## src/rtl/swi_pkg.sv

```systemverilog
// swi_pkg: shared switch-conditioner constants.
package swi_pkg;
  localparam int NBITS_SWI = 8;
  localparam int DEBOUNCE_DEFAULT = 4;
endpackage

```

## src/rtl/debounce_bit.sv

```systemverilog
// debounce_bit: one switch line -- 2-flop sync, optional debounce counter, clean level and edge pulses.
// Define SWI_DEBOUNCE_EN to enable the stability counter; otherwise the sync value is registered once.
module debounce_bit
  import swi_pkg::*;
#(
  parameter int DEBOUNCE_CYCLES = DEBOUNCE_DEFAULT
) (
  input  logic clk_2,
  input  logic reset,
  input  logic swi_i,
  output logic clean_o,
  output logic rise_o,
  output logic fall_o
);
  if (DEBOUNCE_CYCLES < 1 || DEBOUNCE_CYCLES > 255) begin : g_bad_cfg
    $error("DEBOUNCE_CYCLES must be in 1..255");
  end
  logic s1_q, s2_q, clean_q, clean_d, prev_q;
`ifdef SWI_DEBOUNCE_EN
  localparam int CW = $clog2(DEBOUNCE_CYCLES) + 1;
  localparam logic [CW-1:0] LAST = CW'(DEBOUNCE_CYCLES - 1);
  logic [CW-1:0] cnt_q, cnt_d;
  logic diff;
  always_comb begin
    diff = s2_q != clean_q;
    cnt_d = (!diff || cnt_q == LAST) ? '0 : cnt_q + 1'b1;
    clean_d = (diff && cnt_q == LAST) ? s2_q : clean_q;
  end
  always_ff @(posedge clk_2 or negedge reset)
    if (!reset) cnt_q <= '0;
    else cnt_q <= cnt_d;
`else
  always_comb clean_d = s2_q;
`endif
  always_ff @(posedge clk_2 or negedge reset) begin
    if (!reset) begin
      s1_q <= 1'b0;
      s2_q <= 1'b0;
      clean_q <= 1'b0;
      prev_q <= 1'b0;
    end else begin
      s1_q <= swi_i;
      s2_q <= s1_q;
      clean_q <= clean_d;
      prev_q <= clean_q;
    end
  end
  assign clean_o = clean_q;
  assign rise_o = clean_q & ~prev_q;
  assign fall_o = ~clean_q & prev_q;
endmodule

```

## src/rtl/swi_conditioner.sv

```systemverilog
// swi_conditioner: NBITS independent switch conditioners (sync, debounce, edge detect).
// Debouncing is built only when SWI_DEBOUNCE_EN is defined.
module swi_conditioner
  import swi_pkg::*;
#(
  parameter int NBITS = NBITS_SWI,
  parameter int DEBOUNCE_CYCLES = DEBOUNCE_DEFAULT
) (
  input  logic             clk_2,
  input  logic             reset,
  input  logic [NBITS-1:0] SWI,
  output logic [NBITS-1:0] sw_clean,
  output logic [NBITS-1:0] sw_rise,
  output logic [NBITS-1:0] sw_fall
);
  for (genvar i = 0; i < NBITS; i++) begin : g_bit
    debounce_bit #(.DEBOUNCE_CYCLES(DEBOUNCE_CYCLES)) u_bit (
      .clk_2  (clk_2),
      .reset  (reset),
      .swi_i  (SWI[i]),
      .clean_o(sw_clean[i]),
      .rise_o (sw_rise[i]),
      .fall_o (sw_fall[i])
    );
  end
endmodule

```

## config.mk

```make
export PLATFORM = sky130hd
export DESIGN_NAME = swi_conditioner
export DESIGN_NICKNAME = d
export VERILOG_FILES = /design/src/rtl/swi_pkg.sv /design/src/rtl/debounce_bit.sv /design/src/rtl/swi_conditioner.sv
export SDC_FILE = /design/constraint.sdc
export NUM_CORES = 1
export LEC_CHECK = 0
export CAP_MARGIN = 20
export CORE_MARGIN = 4
export CORE_UTILIZATION = 30
export CTS_BUF_LIST = sky130_fd_sc_hd__clkbuf_8
export DETAILED_ROUTE_END_ITERATION = 7
export PLACE_DENSITY = 0.58
export SLEW_MARGIN = 10
export SYNTH_ARGS = -nofsm -noshare
export SYNTH_HDL_FRONTEND = slang
export SYNTH_HIERARCHICAL = 1
export SYNTH_SLANG_ARGS = --single-unit
```

## constraint.sdc

```tcl
create_clock -name clk_2 -period 0.9 [get_ports clk_2]
set_clock_uncertainty 0.1 [all_clocks]
set_input_delay 0.135 -clock clk_2 [delete_from_list [all_inputs] [get_ports clk_2]]
set_output_delay 0.135 -clock clk_2 [all_outputs]
set_load 0.05 [all_outputs]
```

==> results.md, run 1 <==
* Tightest Pin Transition at 165.9 ps
* Relative slew slack at 0.8894
* Synthesized area per cell at 19.19 sq um
* Seq/Total Area, Yosys at 0.8696
* CTS sink count at 32
* Die area at 4020 sq um
* DR WL/cell at 12.50 um
* Row count at 19
* Mapped Nets at 58
* Placed Area at 1690 sq um
* Antenna viol nets, final at 0
* RSZ-0062 raised after global routing: true
* Final setup vio count at 24
* Io pins at 34
* # nets final at ~110
* Post-Syn Area at a little over 900 sq um
* Worst path required time at 660 ps
* Setup CP Type: reg2out
* Hold-fix buffers, CTS at 0
* Initial antenna violation count at 0
* Die H at between 60 and 70 um
* DRT iter0 DRCs at 1
* Max VDD drop at 1261 uV
* Total Routing Usage GR at 0.09515
* FMAX at 759.5 MHz
* Final wirelength at 1.613 mm
* Hold Fails Final Rpt at 0
* YS warnings at 6
* Most frequent cells in the layout: 25 x buf_12, 24 x dfrtp_1, 9 x clkdlybuf4s50_1
* Global-route wire length before repair at 2.815 mm
* Clk root buf: clkbuf_8
* Reg2reg setup slack at 120 ps
* Post-DP HPWL at 1.253 mm
* TritonCTS clock tree: done
* Failing checks: negative setup slack
* Setup ws final at -416.6 ps
* Top fanout value on the critical path at 4
* Period minus WS final at 1317 ps
* CP cell instances: and2b_4, buf_12
* Critical-path top delay cell: dfrtp_2
* Avg Vias per Cell at 4.070
* P_leak at 0.8193 nW
* Final period util at 1.463
* Core Region at around 2900 sq um
* Initial DRT Pass Iterations at 2
* Max clock buf depth at 2
* Ant. Diodes at 0
* Power Dens Cells at ~1900 nW/um^2
* Synth Instances at 48
* Share of post-route cells with drive strength above 1 at 0.6633
* CTS Buf Count at 5
* Post-route DRC violation count at 0
* PortBufs at 33
* Max-slew violations at 0
* Worst setup EP type: output port
* Max-cap violations at 0
* Area Growth Syn to Fin at 98.10%
* Worst-path clk slew at 70 ps
* CP max stage delay at 420 ps
* HP Class: in2async
* Depth of the CTS H-tree at 2
* Post-synth cell types at 3
* CP Data Arrival Time at 1080 ps
* Total gr overflow at 0
* Outcome: finished with violations
* Starting Density at 0.3228
* Final Instance Area at roughly 1800 sq um
* Global placer's final weighted congestion at about 0.65
* Vias at 525
* Clock Latency Late Sink at 270 ps
* Commonest non-fill, non-tap cell in the layout: buf_12
* Pin count of the biggest net entering global routing at 33
* Die Span X at 63.41 um
* Vias in the first global route at around 610
* Hold slack at around 120 ps
* Reg2Reg Depth at 1
* Startpoint types: flip-flop
* Synth Register Bits at 32
-- registers in the layout (all words and copies together), names as in the netlist --
name	count
g_bit.u_bit/clean_d	8
g_bit.u_bit/prev_q	8
g_bit.u_bit/s1_q	8
g_bit.u_bit/clean_o	8
-- cell families (layout without fill, tap and decap cells) --
kind of cell | count (synthesis) | in the layout | share of synthesized area
buffers and inverters | 0 | 50 | 0
DFF | 32 | 32 | 0.8696
and+or+nand+nor | 16 | 16 | 0.1304
-- worst max-delay path, delay by kind of cell, from the launching register on --
family / cells / cell delay, ps
buf+inv: 1 / 130
simple gates: 1 / 260
flops: 1 / 420
-- layer usage --
metal / up-vias / share of wire / GRT usage
li1: 242 / - / -
met1: 259 / 0.37 / 0.1006
met2: 20 / 0.53 / 0.1538
met3: 4 / 0.077 / 0.04440
met4: 0 / 0.019 / 0.05660
met5: - / 0 / 0
-- cell type report --
type / instances / area (sq um)
clock buffer: 5 / 68.82
clock inverter: 3 / 42.54
fill: 201 / 1028
multi-input combinational: 16 / 190.2
sequential: 32 / 810.8
tap: 31 / 38.79
timing repair buffer: 42 / 673.1
-- cell usage after synthesis --
| cell | count | area [sq um] |
|---|---|---|
| dfrtp_1 | 32 | 800.8 |
| and2b_2 | 8 | 70.07 |
| nor2b_1 | 8 | 50.05 |
-- final timing paths --
check                                       start                endpoint
max in group asynchronous                   reset  g_bit[7].u_bit/clean_o
hold reg to reg               g_bit[6].u_bit/s1_q  g_bit[6].u_bit/clean_d
setup / recovery           g_bit[6].u_bit/clean_o              sw_fall[6]
min in group clk_2                         SWI[1]     g_bit[1].u_bit/s1_q
setup reg to reg           g_bit[1].u_bit/clean_o   g_bit[1].u_bit/prev_q
hold / removal                              reset  g_bit[2].u_bit/clean_d
-- timing repair --
| item | in CTS | in global routing |
|---|---|---|
| buffers inserted | 0 | 0 |
| gates resized for setup | 5 | 1 |
| endpoints found under the hold margin | 0 | 0 |
| endpoints found under the setup margin | 24 | 24 |
-- through the flow --
stage                     power, mW  utilization  setup slack, ps  cells  setup TNS (ps)
after floorplan               1.848            -           -226.9     48           -3623
after global placement        2.220       0.5925           -113.0    121          -891.3
after detailed placement      2.230       0.5925           -125.1    121           -1121
after CTS                     3.554       0.6382           -430.0    129           -8384
after global routing          3.656       0.6395           -460.1    129           -9031
final                         3.509       0.6395           -416.6    129           -8052
-- power by group --
group / internal (mW) / leakage, nW / switching [mW]
logic: 0.341 / 0.400 / 0.303
registers: 1.51 / 0.365 / 0.0467
clock network: 0.818 / 0.0541 / 0.486
Power figures use the tool's default switching activity.
==> run 2, diff against run 1 <==
HOLD_SLACK_MARGIN = 0.05   (was unset)
==> results of run 2 <==
Final layout, timing and power as in run 1 (identical DEF).
==> run 3, diff against run 2 <==
CAP_MARGIN = 30   (was 20)
==> results of run 3 <==
Final layout, timing and power as in run 1 (identical DEF).
